$ cat config.mk
export PLATFORM = sky130hd
export DESIGN_NAME = alu_rsv_issue
export DESIGN_NICKNAME = d
export VERILOG_FILES = /design/src/rtl/alu_rsv_issue.sv
export SDC_FILE = /design/constraint.sdc
export NUM_CORES = 1
export LEC_CHECK = 0
export CAP_MARGIN = 25
export CELL_PAD_IN_SITES_DETAIL_PLACEMENT = 1
export CELL_PAD_IN_SITES_GLOBAL_PLACEMENT = 1
export CORE_MARGIN = 5
export CORE_UTILIZATION = 35
export CTS_BUF_LIST = sky130_fd_sc_hd__clkbuf_16
export CTS_CLUSTER_DIAMETER = 60
export DETAILED_ROUTE_END_ITERATION = 8
export DONT_BUFFER_PORTS = 1
export HOLD_SLACK_MARGIN = 0.08
export PLACE_DENSITY_LB_ADDON = 0.1
export SLEW_MARGIN = 20
export SYNTH_ARGS = -nofsm -noshare
export SYNTH_HDL_FRONTEND = slang
export SYNTH_SLANG_ARGS = --single-unit
$ cat constraint.sdc
create_clock -name clk -period 13.55 [get_ports clk]
set_input_delay 4.065 -clock clk [delete_from_list [all_inputs] [get_ports clk]]
set_output_delay 4.065 -clock clk [all_outputs]
set_load 0.02 [all_outputs]
$ cat src/rtl/alu_rsv_issue.sv
// Data-capture reservation station in front of a single ALU: holds renamed uops until their
// operands arrive via PRF writeback snooping, then issues one per cycle. Optional: RSV_AGE_SELECT_EN.
module alu_rsv_issue #(
  parameter int unsigned RSV_DEPTH      = 4,
  parameter int unsigned PRF_CODE_WIDTH = 6,
  parameter int unsigned DATA_WIDTH     = 32,
  parameter int unsigned ROB_ID_WIDTH   = 8,
  parameter int unsigned IMM_WIDTH      = 32,
  parameter int unsigned DECINFO_WIDTH  = 64,
  parameter int unsigned EXCP_WIDTH     = 8
) (
  input  logic                      clk,
  input  logic                      rst_n,
  input  logic                      i_csr_trap_flush,
  input  logic                      i_exu_mis_flush,
  input  logic [ROB_ID_WIDTH-1:0]   i_exu_mis_rob_id,
  input  logic                      i_exu_ls_flush,
  input  logic [ROB_ID_WIDTH-1:0]   i_exu_ls_rob_id,
  input  logic                      i_disp_vld,
  output logic                      o_disp_rdy,
  input  logic                      i_disp_src1_vld,
  input  logic [PRF_CODE_WIDTH-1:0] i_disp_src1_code,
  input  logic                      i_disp_src1_rdy,
  input  logic [DATA_WIDTH-1:0]     i_disp_src1_dat,
  input  logic                      i_disp_src2_vld,
  input  logic [PRF_CODE_WIDTH-1:0] i_disp_src2_code,
  input  logic                      i_disp_src2_rdy,
  input  logic [DATA_WIDTH-1:0]     i_disp_src2_dat,
  input  logic                      i_disp_dst_vld,
  input  logic [PRF_CODE_WIDTH-1:0] i_disp_dst_code,
  input  logic [IMM_WIDTH-1:0]      i_disp_imm,
  input  logic [ROB_ID_WIDTH-1:0]   i_disp_rob_id,
  input  logic [DECINFO_WIDTH-1:0]  i_disp_decinfo_bus,
  input  logic [EXCP_WIDTH-1:0]     i_disp_excp_code,
  input  logic                      i_wb_vld,
  input  logic [PRF_CODE_WIDTH-1:0] i_wb_prf_code,
  input  logic [DATA_WIDTH-1:0]     i_wb_dat,
  input  logic                      i_exu_rsv_idle,
  output logic                      o_rsv_exu_vld,
  output logic                      o_rsv_exu_src1_vld,
  output logic [DATA_WIDTH-1:0]     o_rsv_exu_src1_dat,
  output logic                      o_rsv_exu_src2_vld,
  output logic [DATA_WIDTH-1:0]     o_rsv_exu_src2_dat,
  output logic                      o_rsv_exu_dst_vld,
  output logic [PRF_CODE_WIDTH-1:0] o_rsv_exu_dst_code,
  output logic [IMM_WIDTH-1:0]      o_rsv_exu_imm,
  output logic [ROB_ID_WIDTH-1:0]   o_rsv_exu_rob_id,
  output logic [DECINFO_WIDTH-1:0]  o_rsv_exu_decinfo_bus,
  output logic [EXCP_WIDTH-1:0]     o_rsv_exu_excp_code,
  output logic                      o_rsv_empty
);

  localparam int unsigned IdxW = (RSV_DEPTH > 1) ? $clog2(RSV_DEPTH) : 1;
  typedef logic [IdxW-1:0] idx_t;

  // Entry state: valid and ready flags are packed vectors, the rest are per-entry arrays.
  logic [RSV_DEPTH-1:0]      vld_q, vld_d;
  logic [RSV_DEPTH-1:0]      src1_rdy_q, src1_rdy_d;
  logic [RSV_DEPTH-1:0]      src2_rdy_q, src2_rdy_d;
  logic [DATA_WIDTH-1:0]     src1_dat_q [RSV_DEPTH];
  logic [DATA_WIDTH-1:0]     src1_dat_d [RSV_DEPTH];
  logic [DATA_WIDTH-1:0]     src2_dat_q [RSV_DEPTH];
  logic [DATA_WIDTH-1:0]     src2_dat_d [RSV_DEPTH];
  logic [RSV_DEPTH-1:0]      src1_vld_q;
  logic [RSV_DEPTH-1:0]      src2_vld_q;
  logic [PRF_CODE_WIDTH-1:0] src1_code_q [RSV_DEPTH];
  logic [PRF_CODE_WIDTH-1:0] src2_code_q [RSV_DEPTH];
  logic [RSV_DEPTH-1:0]      dst_vld_q;
  logic [PRF_CODE_WIDTH-1:0] dst_code_q [RSV_DEPTH];
  logic [IMM_WIDTH-1:0]      imm_q [RSV_DEPTH];
  logic [ROB_ID_WIDTH-1:0]   rob_id_q [RSV_DEPTH];
  logic [DECINFO_WIDTH-1:0]  decinfo_q [RSV_DEPTH];
  logic [EXCP_WIDTH-1:0]     excp_q [RSV_DEPTH];

  logic                      flush_any;
  logic                      flush_rob;
  logic [ROB_ID_WIDTH-1:0]   flush_id;
  logic                      disp_fire;
  logic                      issue_fire;
  idx_t                      alloc_idx;
  idx_t                      issue_idx;
  logic [RSV_DEPTH-1:0]      issue_req;
  logic                      src1_bypass, src2_bypass;
  logic                      src1_rdy_new, src2_rdy_new;
  logic [DATA_WIDTH-1:0]     src1_dat_new, src2_dat_new;

  // a is older than b; the MSB is the ROB wrap bit.
  function automatic logic is_older(input logic [ROB_ID_WIDTH-1:0] a,
                                    input logic [ROB_ID_WIDTH-1:0] b);
    if (a[ROB_ID_WIDTH-1] == b[ROB_ID_WIDTH-1]) begin
      return a[ROB_ID_WIDTH-2:0] < b[ROB_ID_WIDTH-2:0];
    end else begin
      return a[ROB_ID_WIDTH-2:0] >= b[ROB_ID_WIDTH-2:0];
    end
  endfunction

  assign flush_rob = i_exu_mis_flush | i_exu_ls_flush;
  assign flush_any = i_csr_trap_flush | flush_rob;

  always_comb begin
    flush_id = i_exu_mis_rob_id;
    if (i_exu_mis_flush && i_exu_ls_flush) begin
      if (is_older(i_exu_ls_rob_id, i_exu_mis_rob_id)) begin
        flush_id = i_exu_ls_rob_id;
      end
    end else if (i_exu_ls_flush) begin
      flush_id = i_exu_ls_rob_id;
    end
  end

  // Lowest-index free entry.
  always_comb begin
    alloc_idx = '0;
    for (int i = int'(RSV_DEPTH) - 1; i >= 0; i--) begin
      if (!vld_q[i]) begin
        alloc_idx = idx_t'(i);
      end
    end
  end

  always_comb begin
    for (int i = 0; i < int'(RSV_DEPTH); i++) begin
      issue_req[i] = vld_q[i] & ((src1_rdy_q[i] & src2_rdy_q[i]) | (|excp_q[i]));
    end
  end

`ifdef RSV_AGE_SELECT_EN
  logic sel_found;

  always_comb begin
    issue_idx = '0;
    sel_found = 1'b0;
    for (int i = 0; i < int'(RSV_DEPTH); i++) begin
      if (issue_req[i] && (!sel_found || is_older(rob_id_q[i], rob_id_q[issue_idx]))) begin
        issue_idx = idx_t'(i);
        sel_found = 1'b1;
      end
    end
  end
`else
  always_comb begin
    issue_idx = '0;
    for (int i = int'(RSV_DEPTH) - 1; i >= 0; i--) begin
      if (issue_req[i]) begin
        issue_idx = idx_t'(i);
      end
    end
  end
`endif

  assign o_disp_rdy  = ~&vld_q;
  assign o_rsv_empty = ~|vld_q;
  assign disp_fire   = i_disp_vld & o_disp_rdy & ~flush_any;
  assign issue_fire  = i_exu_rsv_idle & (|issue_req) & ~flush_any;

  // issue_idx falls back to entry 0 when nothing requests.
  assign o_rsv_exu_vld         = issue_fire;
  assign o_rsv_exu_src1_vld    = src1_vld_q[issue_idx];
  assign o_rsv_exu_src1_dat    = src1_dat_q[issue_idx];
  assign o_rsv_exu_src2_vld    = src2_vld_q[issue_idx];
  assign o_rsv_exu_src2_dat    = src2_dat_q[issue_idx];
  assign o_rsv_exu_dst_vld     = dst_vld_q[issue_idx];
  assign o_rsv_exu_dst_code    = dst_code_q[issue_idx];
  assign o_rsv_exu_imm         = imm_q[issue_idx];
  assign o_rsv_exu_rob_id      = rob_id_q[issue_idx];
  assign o_rsv_exu_decinfo_bus = decinfo_q[issue_idx];
  assign o_rsv_exu_excp_code   = excp_q[issue_idx];

  // A not-ready dispatching source can pick up a same-cycle writeback directly.
  assign src1_bypass  = i_wb_vld & (i_wb_prf_code == i_disp_src1_code);
  assign src2_bypass  = i_wb_vld & (i_wb_prf_code == i_disp_src2_code);
  assign src1_rdy_new = ~i_disp_src1_vld | i_disp_src1_rdy | src1_bypass;
  assign src2_rdy_new = ~i_disp_src2_vld | i_disp_src2_rdy | src2_bypass;
  assign src1_dat_new = (i_disp_src1_vld & ~i_disp_src1_rdy & src1_bypass) ? i_wb_dat
                                                                           : i_disp_src1_dat;
  assign src2_dat_new = (i_disp_src2_vld & ~i_disp_src2_rdy & src2_bypass) ? i_wb_dat
                                                                           : i_disp_src2_dat;

  always_comb begin
    vld_d      = vld_q;
    src1_rdy_d = src1_rdy_q;
    src2_rdy_d = src2_rdy_q;
    src1_dat_d = src1_dat_q;
    src2_dat_d = src2_dat_q;

    for (int i = 0; i < int'(RSV_DEPTH); i++) begin
      if (vld_q[i] && i_wb_vld) begin
        if (!src1_rdy_q[i] && (src1_code_q[i] == i_wb_prf_code)) begin
          src1_rdy_d[i] = 1'b1;
          src1_dat_d[i] = i_wb_dat;
        end
        if (!src2_rdy_q[i] && (src2_code_q[i] == i_wb_prf_code)) begin
          src2_rdy_d[i] = 1'b1;
          src2_dat_d[i] = i_wb_dat;
        end
      end
    end

    if (issue_fire) begin
      vld_d[issue_idx] = 1'b0;
    end

    if (disp_fire) begin
      vld_d[alloc_idx]      = 1'b1;
      src1_rdy_d[alloc_idx] = src1_rdy_new;
      src2_rdy_d[alloc_idx] = src2_rdy_new;
      src1_dat_d[alloc_idx] = src1_dat_new;
      src2_dat_d[alloc_idx] = src2_dat_new;
    end

    // Flush cycles never dispatch or issue, so killing from vld_q is sufficient.
    if (i_csr_trap_flush) begin
      vld_d = '0;
    end else if (flush_rob) begin
      for (int i = 0; i < int'(RSV_DEPTH); i++) begin
        if (is_older(flush_id, rob_id_q[i])) begin
          vld_d[i] = 1'b0;
        end
      end
    end
  end

  always_ff @(posedge clk or negedge rst_n) begin
    if (!rst_n) begin
      vld_q <= '0;
    end else begin
      vld_q <= vld_d;
    end
  end

  always_ff @(posedge clk) begin
    src1_rdy_q <= src1_rdy_d;
    src2_rdy_q <= src2_rdy_d;
    src1_dat_q <= src1_dat_d;
    src2_dat_q <= src2_dat_d;
    if (disp_fire) begin
      src1_vld_q[alloc_idx]  <= i_disp_src1_vld;
      src2_vld_q[alloc_idx]  <= i_disp_src2_vld;
      src1_code_q[alloc_idx] <= i_disp_src1_code;
      src2_code_q[alloc_idx] <= i_disp_src2_code;
      dst_vld_q[alloc_idx]   <= i_disp_dst_vld;
      dst_code_q[alloc_idx]  <= i_disp_dst_code;
      imm_q[alloc_idx]       <= i_disp_imm;
      rob_id_q[alloc_idx]    <= i_disp_rob_id;
      decinfo_q[alloc_idx]   <= i_disp_decinfo_bus;
      excp_q[alloc_idx]      <= i_disp_excp_code;
    end
  end

endmodule
==> results.rst <==
.. list-table::
   :header-rows: 1

   * - Metric
     - Value
   * - Portion of the post-synthesis area used by sequential elements
     - 0.670
   * - Total Nets Final
     - 2773
   * - Post-DR vias/cell
     - 5.92
   * - Data required time at the worst endpoint
     - around 9500 ps
   * - Adder-Cell Fraction of Synth Area
     - 0.0137
   * - Final clock period utilization by the worst path
     - 0.658
   * - Largest vdd supply drop
     - 113 uV
   * - Number of distinct standard cells referenced by the synthesized netlist
     - 62
   * - Synthesized flop and latch total
     - 800
   * - Post-CTS Hold Buffers
     - 0
   * - Standard-cell row count
     - 110
   * - Critical path capture point type
     - primary output
   * - Post-Synthesis Cell Area
     - about 32000 um2
   * - Top fanout value on the critical path
     - 5
   * - Fmax achieved
     - between 100 and 150 MHz
   * - Insertion delay to the later sink of the worst-skew pair
     - 670 ps
   * - Startpoint-to-endpoint class of the critical path
     - in2out
   * - Via count
     - roughly 22000
   * - Worst endpoint data arrival time
     - approximately 4800 ps
   * - Routing usage on met1
     - 0.260
   * - Clk slew on worst S/H paths
     - 60 ps
   * - Net count after synthesis
     - 2818
   * - First-pass detailed-route iteration total
     - 9
   * - TritonCTS buffer count
     - 93
   * - Most used DFF post-synth
     - sky130_fd_sc_hd__edfxtp_1
   * - Post-synth EDFFs
     - 532
   * - Routed wirelength normalized by instance count
     - 31.1 um
   * - Number of failing hold endpoints at the final stage
     - 0
   * - Initial standard-cell utilization of the core
     - 0.354
   * - Number of warnings reported in the yosys synthesis log
     - 0
   * - Total half-perimeter wirelength after legalization and detailed placement
     - 70300 um
   * - Most used cells in the layout excluding fill and tap cells
     - sky130_fd_sc_hd__edfxtp_1, sky130_fd_sc_hd__nand2_1, sky130_fd_sc_hd__dfxtp_1, sky130_fd_sc_hd__a222oi_1, sky130_fd_sc_hd__inv_1
   * - Maximum level of the CTS H-tree
     - 3
   * - Core Footprint
     - 90100 um2
   * - Post-synthesis mux area share
     - 0.00306
   * - Setup repair after global routing missed its margin
     - no
   * - Number of global-route vias before repair
     - around 24000
   * - Sum of negative setup slack
     - 0 ps
   * - Maximum number of pins on one net before global-route repair
     - 141
   * - Total I/O pin count
     - 449
   * - Fraction of registers with async set/reset
     - 0.00500
   * - Layout overhead on the synthesized area
     - 13.5%
   * - Most frequent standard cell in the layout excluding fill and tap cells
     - sky130_fd_sc_hd__edfxtp_1
   * - Result of the run
     - completed
   * - Synthesized-area fraction occupied by ao, oa, aoi and oai cells
     - 0.165
   * - I/O Buffers
     - 0
   * - Clock tree root driver cell
     - sky130_fd_sc_hd__clkbuf_16
   * - Startpoint of the lowest-slack hold path
     - src1_dat_q[82]
   * - Min cycle time layout
     - 8910 ps
   * - Antenna violations before repair
     - 2
   * - Number of gates resized after cts
     - 0
   * - Clock tree buffer depth
     - 3
   * - TritonCTS clock tree
     - yes
   * - Final-report max-slew violation count
     - 0
   * - Number of fill cells in the layout
     - 9304
   * - Clock sink count
     - 800
   * - Least-Margin Pin Slew
     - between 1000 and 1500 ps
   * - CP startpoint kind
     - input pin
   * - Dominant combinational cell family by area after synthesis
     - compound AO/OA/AOI/OAI gates
   * - Top Usage Layer GRT
     - met2
   * - Post-DRT Antenna Nets
     - 0
   * - Pwr/cell area
     - 154 nW/um2
   * - DRC violations left
     - 0
   * - Number of endpoints failing setup at the final stage
     - 0
   * - Leakage power
     - 13.7 nW
   * - Fraction of the mapped netlist area in simple logic gates
     - 0.0849
   * - Post-synthesis share of cell area spent on xor and xnor gates
     - 0.0179
   * - Height of the chip
     - 312 um
   * - Fraction of layout cells with a size suffix above 1
     - 0.119
   * - Slew headroom
     - 0.249
   * - Layout Skew
     - 20.4 ps
   * - Startpoint of the most critical register-to-register path
     - vld_q[0]
   * - Floorplan die area
     - 97200 um2
   * - Final weighted congestion of routability-driven global placement
     - 0.760
   * - Number of maximum-capacitance violations
     - 0
   * - Wire length of the first global-routing pass
     - 165000 um
   * - Mapped Cells
     - 2522
   * - Average footprint of a synthesized cell
     - 12.6 um2
   * - Ant. Diodes
     - 0
   * - Chip Width
     - 312 um
   * - Violation count after the first detailed-route iteration
     - approximately 2400
   * - Worst Setup SP
     - i_exu_mis_flush
   * - Post-CTS setup buffers
     - 0
   * - Total congestion overflow
     - 0
   * - Total routed wirelength
     - between 100000 and 150000 um
   * - Hold slack
     - 463 ps
   * - Worst Hold Class
     - reg2reg
   * - Met3 Usage GRT
     - 0.0954
   * - Global router's overall resource usage
     - 0.227
   * - GR Layer Usage met2
     - 0.384
worst paths after layout:
path                               endpoint  slack (ps)  cells past startpoint
min in group asynchronous          vld_q[0]        3080                      0
max in group asynchronous          vld_q[1]       10400                      0
hold reg to reg              src1_dat_q[82]         460                      2
hold / removal               src1_dat_q[82]         460                      2
setup reg to reg           decinfo_q[1][20]        9680                      4
setup / recovery              o_rsv_exu_vld        4640                      3
metrics by stage:
step | utilization | setup WS (ps) | cell area, um2 | std cells | power, mW
finish | 0.401 | 4640 | 36200 | 3727 | 5.55
detailed placement | 0.367 | 4630 | 33100 | 3557 | 3.11
global route | 0.401 | 4500 | 36200 | 3727 | 5.76
floorplan | - | 4140 | 31900 | 2522 | 3.02
global placement | 0.366 | 4610 | 33000 | 3552 | 3.10
CTS | 0.401 | 4570 | 36100 | 3726 | 5.62
worst max-delay path: stages:
cell                      delay [ps]
sky130_fd_sc_hd__nor2_1          160
sky130_fd_sc_hd__nand3_1         170
sky130_fd_sc_hd__a31oi_1         450
registers in the layout, indices dropped and copies added (netlist names):
| signal | count |
|---|---|
| decinfo_q | 256 |
| dst_code_q | 24 |
| dst_vld_q | 4 |
| excp_q | 32 |
| imm_q | 128 |
| rob_id_q | 32 |
| src1_code_q | 24 |
| src1_dat_q | 128 |
| src1_rdy_q | 4 |
| src1_vld_q | 4 |
| src2_code_q | 24 |
| src2_dat_q | 128 |
| src2_rdy_q | 4 |
| src2_vld_q | 4 |
| vld_q | 4 |
power breakdown:
group          switching (mW)  leakage, nW  internal, mW
logic                   0.227         5.13         0.102
registers              0.0480         7.01          2.69
clock network            1.04         1.52          1.45
synthesized netlist by cell type (5+ instances only):
library cell / instances / area [um2]
sky130_fd_sc_hd__edfxtp_1: 532 / 16000
sky130_fd_sc_hd__nand2_1: 395 / 1480
sky130_fd_sc_hd__dfxtp_1: 264 / 5290
sky130_fd_sc_hd__a222oi_1: 217 / 2170
sky130_fd_sc_hd__inv_1: 169 / 634
sky130_fd_sc_hd__a21oi_1: 145 / 726
sky130_fd_sc_hd__clkbuf_1: 123 / 462
sky130_fd_sc_hd__o22ai_1: 98 / 613
sky130_fd_sc_hd__nor2_1: 96 / 360
sky130_fd_sc_hd__o32ai_1: 64 / 561
sky130_fd_sc_hd__or3_1: 36 / 225
sky130_fd_sc_hd__ha_1: 35 / 438
sky130_fd_sc_hd__xnor2_1: 33 / 289
sky130_fd_sc_hd__o221a_2: 32 / 360
sky130_fd_sc_hd__xor2_1: 32 / 280
sky130_fd_sc_hd__a221oi_2: 30 / 450
sky130_fd_sc_hd__nor2_2: 30 / 188
sky130_fd_sc_hd__buf_2: 20 / 100
sky130_fd_sc_hd__nor4_1: 15 / 93.8
sky130_fd_sc_hd__buf_4: 14 / 105
sky130_fd_sc_hd__nand4_1: 13 / 81.3
sky130_fd_sc_hd__buf_1: 12 / 45.0
sky130_fd_sc_hd__nand3_1: 12 / 60.1
sky130_fd_sc_hd__o21ai_0: 12 / 60.1
sky130_fd_sc_hd__a31oi_1: 9 / 56.3
sky130_fd_sc_hd__buf_6: 8 / 90.1
sky130_fd_sc_hd__mux2_2: 6 / 67.6
sky130_fd_sc_hd__nor2b_1: 5 / 31.3
routing by layer:
metal,vias to the layer above,wire (um)
li1,9658,-
met5,-,10
met1,11400,44100
met4,2,4040
met2,821,56300
met3,221,11300
final cells by class:
| type | instances | area [um2] | area share |
|---|---|---|---|
| clock buffers | 93 | 2330 | 0.0644 |
| clock inverters | 76 | 709 | 0.0196 |
| inverters | 171 | 659 | 0.0182 |
| multi-input cells | 1374 | 9250 | 0.256 |
| flip-flops and latches | 800 | 21400 | 0.591 |
| well taps | 1176 | 1470 | 0.0407 |
| repair buffers | 37 | 385 | 0.0107 |
kinds of logic after synthesis:
logic type               count (synthesis)
adder cells (fa/ha/maj)                 35
multiplexers                             9
AO/OA/AOI/OAI                          635
XOR/XNOR                                65
flip-flops                             800
buffers and inverters                  348
AND/OR/NAND/NOR                        630
Note: power is estimated with default switching activity, not from simulation.
